### src/rtl/bcd_refresh_scheduler_if.sv
// Request/operand/result bundle between display channels and the shared BCD engine.
interface bcd_refresh_scheduler_if;
  localparam int unsigned CH_N  = 2;
  localparam int unsigned BIN_W = 8;
  localparam int unsigned BCD_W = 12;

  logic [CH_N-1:0]  req;
  logic [BIN_W-1:0] bin0;
  logic [BIN_W-1:0] bin1;
  logic [CH_N-1:0]  grant;
  logic             busy;
  logic [CH_N-1:0]  done;
  logic [BCD_W-1:0] bcd0;
  logic [BCD_W-1:0] bcd1;

  // Requesting side: drives requests and operands, receives results.
  modport master (
    output req, bin0, bin1,
    input  grant, busy, done, bcd0, bcd1
  );

  // Engine side.
  modport slave (
    input  req, bin0, bin1,
    output grant, busy, done, bcd0, bcd1
  );
endinterface

### src/rtl/bcd_refresh_scheduler.sv
// Two-channel round-robin scheduler around one iterative 8-bit double-dabble engine.
module bcd_refresh_scheduler #(
  parameter logic RR_INIT = 1'b1
) (
  input  logic                       clk,
  input  logic                       rst_n,
  bcd_refresh_scheduler_if.slave     bus
);

  localparam int unsigned BIN_W  = 8;
  localparam int unsigned BCD_W  = 12;
  localparam int unsigned WORK_W = BCD_W + BIN_W;
  localparam int unsigned STEP_W = 3;
  localparam int unsigned DIGITS = 3;

  typedef enum logic {IDLE, SHIFT} state_t;

  state_t              state;
  logic [WORK_W-1:0]   work;
  logic [STEP_W-1:0]   cnt;
  logic                last_served;

  logic                win_c;
  logic [BIN_W-1:0]    operand_c;
  logic [WORK_W-1:0]   corr_c;
  logic [WORK_W-1:0]   shift_c;

  // Round-robin pick: a lone requester wins, a tie goes to the channel not served last.
  always_comb begin
    win_c = 1'b0;
    if (bus.req == 2'b10) begin
      win_c = 1'b1;
    end else if (bus.req == 2'b11) begin
      win_c = ~last_served;
    end
    operand_c = win_c ? bus.bin1 : bus.bin0;
  end

  // One double-dabble step: add 3 to every BCD nibble >= 5, then shift the whole word left.
  always_comb begin
    corr_c = work;
    for (int i = 0; i < int'(DIGITS); i++) begin
      if (work[BIN_W + 4*i +: 4] >= 4'd5) begin
        corr_c[BIN_W + 4*i +: 4] = work[BIN_W + 4*i +: 4] + 4'd3;
      end
    end
    shift_c = corr_c << 1;
  end

  // Control FSM with registered handshake outputs and held per-channel results.
  always_ff @(posedge clk or negedge rst_n) begin
    if (!rst_n) begin
      state       <= IDLE;
      work        <= '0;
      cnt         <= '0;
      last_served <= RR_INIT;
      bus.grant   <= '0;
      bus.done    <= '0;
      bus.busy    <= 1'b0;
      bus.bcd0    <= '0;
      bus.bcd1    <= '0;
    end else begin
      bus.grant <= '0;
      bus.done  <= '0;
      case (state)
        IDLE: begin
          if (bus.req != 2'b00) begin
            work        <= {BCD_W'(0), operand_c};
            cnt         <= '0;
            bus.grant   <= win_c ? 2'b10 : 2'b01;
            last_served <= win_c;
            bus.busy    <= 1'b1;
            state       <= SHIFT;
          end
        end
        SHIFT: begin
          work <= shift_c;
          cnt  <= cnt + STEP_W'(1);
          if (cnt == STEP_W'(7)) begin
            if (last_served) begin
              bus.bcd1 <= shift_c[WORK_W-1:BIN_W];
              bus.done <= 2'b10;
            end else begin
              bus.bcd0 <= shift_c[WORK_W-1:BIN_W];
              bus.done <= 2'b01;
            end
            bus.busy <= 1'b0;
            state    <= IDLE;
          end
        end
        default: state <= IDLE;
      endcase
    end
  end

endmodule

### src/flat_wrapper.sv
// flat-port wrapper written by rule: the top's interface ports become plain ports
module bcd_refresh_scheduler_flat 
#(
  parameter logic RR_INIT = 1'b1
)
  (clk, rst_n, bus_req, bus_bin0, bus_bin1, bus_grant, bus_busy, bus_done, bus_bcd0, bus_bcd1);
  bcd_refresh_scheduler_if bus_i ();
  input  logic clk;
  input  logic rst_n;
  input wire logic [$bits(bus_i.req)-1:0] bus_req;
  input wire logic [$bits(bus_i.bin0)-1:0] bus_bin0;
  input wire logic [$bits(bus_i.bin1)-1:0] bus_bin1;
  output wire logic [$bits(bus_i.grant)-1:0] bus_grant;
  output wire logic [$bits(bus_i.busy)-1:0] bus_busy;
  output wire logic [$bits(bus_i.done)-1:0] bus_done;
  output wire logic [$bits(bus_i.bcd0)-1:0] bus_bcd0;
  output wire logic [$bits(bus_i.bcd1)-1:0] bus_bcd1;
  assign bus_i.req = bus_req;
  assign bus_i.bin0 = bus_bin0;
  assign bus_i.bin1 = bus_bin1;
  assign bus_grant = bus_i.grant;
  assign bus_busy = bus_i.busy;
  assign bus_done = bus_i.done;
  assign bus_bcd0 = bus_i.bcd0;
  assign bus_bcd1 = bus_i.bcd1;
  bcd_refresh_scheduler #(.RR_INIT(RR_INIT)) u_core (.clk(clk), .rst_n(rst_n), .bus(bus_i));
endmodule
### config.mk
export PLATFORM = sky130hd
export DESIGN_NAME = bcd_refresh_scheduler_flat
export DESIGN_NICKNAME = d
export VERILOG_FILES = /design/src/rtl/bcd_refresh_scheduler_if.sv /design/src/rtl/bcd_refresh_scheduler.sv /design/src/flat_wrapper.sv
export SDC_FILE = /design/constraint.sdc
export NUM_CORES = 1
export LEC_CHECK = 0
export ABC_AREA = 0
export BUFFER_PORTS_ARGS = -buffer_cell sky130_fd_sc_hd__buf_2
export CAP_MARGIN = 20
export CORE_MARGIN = 2
export CORE_UTILIZATION = 50
export DETAILED_ROUTE_END_ITERATION = 7
export GPL_TIMING_DRIVEN = 0
export PLACE_DENSITY_LB_ADDON = 0.25
export SLEW_MARGIN = 10
export SYNTH_ARGS = -nofsm -noshare
export SYNTH_HDL_FRONTEND = slang
export SYNTH_SLANG_ARGS = --single-unit
### constraint.sdc
create_clock -name clk -period 4.1 [get_ports clk]
set_input_delay 0.41 -clock clk [delete_from_list [all_inputs] [get_ports clk]]
set_output_delay 0.41 -clock clk [all_outputs]
set_load 0.1 [all_outputs]
Word level (Yosys, flattened, before mapping)
Index checks and enable logic that the tools add are counted.
{"block": "totals", "reg_bits": 54, "out_inout_bits": 29, "word_cells": 50}
{"block": "op_classes", "n_addsub": 4, "magnitude_cmp": 3, "n_eq_ne": 5, "muxes": 22, "bitwise_logic": 2, "n_reduce_logical": 5}
{"cell": "20-bit one-hot mux with 2 select lines", "n": 1}
{"cell": "20-bit two-way mux", "n": 1}
{"cell": "4-bit by 3-bit >= comparator with 1-bit output, second input constant", "n": 3}
{"cell": "2-bit two-way mux", "n": 6}
{"cell": "4-bit by 2-bit adder with 4-bit output, second input constant", "n": 2}
{"cell": "4-bit two-way mux", "n": 2}
{"cell": "8-bit two-way mux", "n": 1}
{"cell": "1-bit two-way mux", "n": 6}
{"cell": "3-bit two-way mux", "n": 2}
{"cell": "3-bit one-hot mux with 2 select lines", "n": 1}
{"cell": "3-bit AND reduction", "n": 2}
{"cell": "2-bit == test, second input constant", "n": 2}
{"cell": "1-bit one-hot mux with 2 select lines", "n": 2}
{"cell": "2-bit AND reduction", "n": 2}
{"cell": "3-bit by 1-bit adder with 3-bit output, second input constant", "n": 1}
{"cell": "3-bit by 2-bit adder with 3-bit output, second input constant", "n": 1}
{"cell": "3-bit == test, second input constant", "n": 1}
{"cell": "2-bit by 1-bit inequality test with 1-bit output, second input constant", "n": 1}
{"cell": "2-bit inequality test, second input constant", "n": 1}
{"cell": "1-bit NOT", "n": 2}
{"cell": "2-bit nonzero test", "n": 1}

Longest topological paths before layout
{"block": "logic_depth", "ltp_word": 6, "depth_mapped": 6, "depth_no_buf": 6}

Least setup slack after synthesis
OpenSTA, ideal clock, no wires.
{"block": "synth_path", "kind": "register to register", "startpoint": "reg u_core.work[8]", "endpoint": "reg u_core.bus.bcd1[2]", "setup_time_ps": 83, "arrival_time_ps": 1409, "setup_slack_ps": 2608, "path_stages_with_launch": 7, "path_buffers": 0, "synth_period_minus_slack_ps": 1492, "path_cell_list": "dfrtp_1 inv_1 ha_1 nand2b_1 a21oi_1 mux2_2 o21ai_0"}
{"block": "synth_via", "elab_chain_len": 2, "word_cells_on_any_way": 3}
{"item": "start, declared", "line": "bcd_refresh_scheduler.sv:19", "source": "logic [WORK_W-1:0] work;"}
{"item": "start signal, assigned", "line": "bcd_refresh_scheduler.sv:68", "source": "work <= {BCD_W'(0), operand_c};"}
{"item": "start signal, assigned", "line": "bcd_refresh_scheduler.sv:77", "source": "work <= shift_c;"}
{"item": "4-bit by 2-bit adder with 4-bit output or 4-bit by 3-bit >= comparator with 1-bit output (tied branches)", "line": "bcd_refresh_scheduler.sv:44, bcd_refresh_scheduler.sv:43"}
{"item": "4-bit two-way mux (*)", "line": "bcd_refresh_scheduler.sv:43", "source": "if (work[BIN_W + 4*i +: 4] >= 4'd5) begin"}
{"item": "end signal, assigned", "line": "bcd_refresh_scheduler.sv:81", "source": "bus.bcd1 <= shift_c[WORK_W-1:BIN_W];"}
{"item": "end, declared", "line": "bcd_refresh_scheduler_if.sv:25", "source": "output grant, busy, done, bcd0, bcd1"}
Mark *: on every way between the ends. The rest lies on a longest branch, timed or not.
A chain may end at the register's enable or synchronous reset.

Final worst setup path
{"block": "layout_path", "startpoint": "reg u_core.work[8]", "endpoint": "reg u_core.work[10]"}
{"block": "layout_via", "elab_chain_len": 3, "word_cells_on_any_way": 4}
{"item": "4-bit by 2-bit adder with 4-bit output or 4-bit by 3-bit >= comparator with 1-bit output (tied branches)", "line": "bcd_refresh_scheduler.sv:44, bcd_refresh_scheduler.sv:43"}
{"item": "4-bit two-way mux (*)", "line": "bcd_refresh_scheduler.sv:43"}
{"item": "20-bit one-hot mux with 2 select lines (*)", "line": "bcd_refresh_scheduler.sv:65", "source": "case (state)"}
Marks and branches as above.

==> results.md <==
* Final setup violation count at 0
* Maxcap violations at 0
* Final Hold Fails at 0
* Unique masters post-synth at 32
* Post-placement cell area at 2813 um2
* Setup TNS at 0 ns
* Rel. slew slack at 0.6765
* GRT Residual Overflow at 0
* RD Place Congestion at 0.7559
* Worst setup SP type: flop
* Mapped Nets at 265
* Dpl hpwl at between 3000 and 4000 um
* Largest net degree at the start of global routing at 37
* Commonest cells after routing, fill and taps aside: buf_2, dfrtp_1, nand2_1, nor2_1, o21ai_1
* Mapped Cells at 237
* Buffers on Ports at 48
* Inserted Diodes at 0
* Final Cell Area at roughly 3000 um2
* Sequential share of the synthesized area at 0.5479
* FF-to-FF Start: u_core.work[8]
* Fill count at 443
* Site Rows at 25
* First-pass GRT wire length at 8086 um
* R2R Path End: u_core.work[10]
* Reg2reg setup slack at between 2 and 2.5 ns
* Final ANT Viol Nets at 0
* Yosys reg bits at 54
* Clock sinks at 54
* WL final at 4817 um
* Gr usage total at 0.1943
* Layout Skew at 0.003587 ns
* Hold Buf Count CTS at 0
* Syn-to-layout area delta at 18.40%
* Routed WL per cell at 13.34 um
* Initial Util at 0.5192
* Worst path slowest cell: dfrtp_1
* TritonCTS clock tree: yes
* Die extent in x at 74.27 um
* Core Area at 4755 um2
* Most common cell after layout, fill and taps aside: buf_2
* Root Driver: clkbuf_8
* Post-synthesis area per instance at ~10 um2
* Die Area at 5515 um2
* Final period utilization at 0.4030
* Iteration count of the initial detailed-routing pass at 5
* Buffers & Inverters on Critical Path at 1
* Critical path capture point type: flop
* Crit path to: u_core.work[10]
* Crit-path cells: inv_1, ha_1, nand2b_1, a21oi_1, mux2_2, o21ai_0
* RSZ-0062 raised after global routing: false
* Arr. time, crit path at roughly 1.9 ns
* Vias per cell at 5.097
* Die Height at 74.27 um
* # IOs at 49
* CTS Buf Count at 5
* Layout Nets at roughly 320
* Vias in the first global route at 1,808
* Antenna violations before repair at 0
* Total number of vias at between 1,500 and 2,000
* Critical path depth at 6
* Clk buf depth at 2
* Max Freq at just over 600 MHz
* Outcome: finished clean
* Final slew viol count at 0
* Worst setup path start: u_core.work[8]
* Post-CTS setup buffer count at 0
* Worst-Margin Slew at 0.4886 ns
* Crit path max fanout at 4
* Clock Latency Late Sink at 0.30 ns
* Initial drt markers at ~110
* R2R depth at 6
* Family with the most delay on the worst path: flip-flops
* Detailed-route DRC error count at 0
* Area of the mapped netlist at 2469 um2
* Max incr delay on CP at 0.43 ns
* Yosys Warn Count at 0
* Worst min path class: input port to asynchronous set/reset pin
* Critical Path RT at 4.33 ns
* Clock-pin transition on the worst setup and hold timing paths at 0.09 ns
* CTS H-tree lvls at 2
* Fin crit period at 1.652 ns
* Proportion of layout cells with a drive suffix above 1 at 0.3231
* Worst setup path class: flop to flop
* Post-cts sizing count at 0
## how the worst min path moves through the flow
stage / slack [ns] / cells past startpoint / to / startpoint
after floorplan: 0.11 / 0 / u_core.bus.bcd0[0] / rst_n
after global placement: 0.46 / 2 / u_core.bus.bcd0[4] / u_core.bus.bcd0[4]
after detailed placement: 0.38 / 1 / u_core.bus.bcd0[2] / rst_n
after CTS: 0.05 / 1 / u_core.work[1] / rst_n
after global routing: 0.06 / 1 / u_core.work[1] / rst_n
final: 0.04 / 1 / u_core.bus.bcd0[2] / rst_n
## cells by family (layout without fill, tap and decap cells)
family | after synthesis | in the layout | synth area share
flops | 54 | 54 | 0.5479
mux | 4 | 4 | 0.01825
simple gates | 89 | 89 | 0.1637
fa+ha+maj | 8 | 8 | 0.04055
buf+inv | 20 | 77 | 0.04257
compound gates | 59 | 59 | 0.1764
xor+xnor | 3 | 3 | 0.01065
## synthesized netlist by cell type, drive strengths merged
master   n  area (um2)
dfrtp   53        1326
nand2   46       185.2
o21ai   37       230.2
nor2    28       121.4
a21oi   11       58.81
buf     10       67.56
inv     10       37.53
ha       8       100.1
o41ai    7       113.9
nor3b    5       37.54
mux2     4       45.04
nand2b   4       25.02
a22o     3       26.28
xnor2    3       26.28
nand3    2       10.01
a31oi    1       6.260
dfstp    1       26.28
nand3b   1       7.510
nor3     1       5.000
nor4     1       6.260
or2      1       6.260
## sequential cells by signal, summed over array words and instances (netlist names)
register,count
u_core.bus.busy,1
u_core.bus.bcd0,12
u_core.cnt,3
u_core.state,1
u_core.bus.grant,2
u_core.work,20
u_core.bus.done,2
u_core.last_served,1
u_core.bus.bcd1,12
## layout make-up
type	count	area, um2	area share
sequential	54	1353	0.4628
multi-input combinational	163	1011	0.3459
timing repair buffer	49	260.3	0.08904
tap	67	83.83	0.02868
clock buffer	6	72.57	0.02483
buffer	10	67.56	0.02312
clock inverter	2	37.54	0.01284
inverter	10	37.54	0.01284
## metrics by stage
| step | utilization | setup WS [ns] | cells | hold WS, ns |
|---|---|---|---|---|
| 4_1_cts | 0.6147 | 2.429 | 361 | 0.04549 |
| 2_1_floorplan | - | 2.608 | 237 | 0.1144 |
| 3_5_place_dp | 0.5916 | 2.449 | 353 | 0.3841 |
| 5_1_grt | 0.6147 | 2.314 | 361 | 0.06457 |
| 3_3_place_gp | 0.5874 | 2.490 | 352 | 0.4584 |
| 6_report | 0.6147 | 2.448 | 361 | 0.03732 |
## per-layer routing
layer | GRT usage | wire, um | part of all wire
met5 | 0 | 0 | 0
met1 | 0.2443 | 2156 | 0.45
met3 | 0.04472 | 210 | 0.044
met4 | 0.07143 | 61 | 0.013
met2 | 0.3294 | 2389 | 0.50
Power is left out: the tool's default activity adds up to more than one toggle a clock period on the data nets, which glitch-free logic cannot reach.
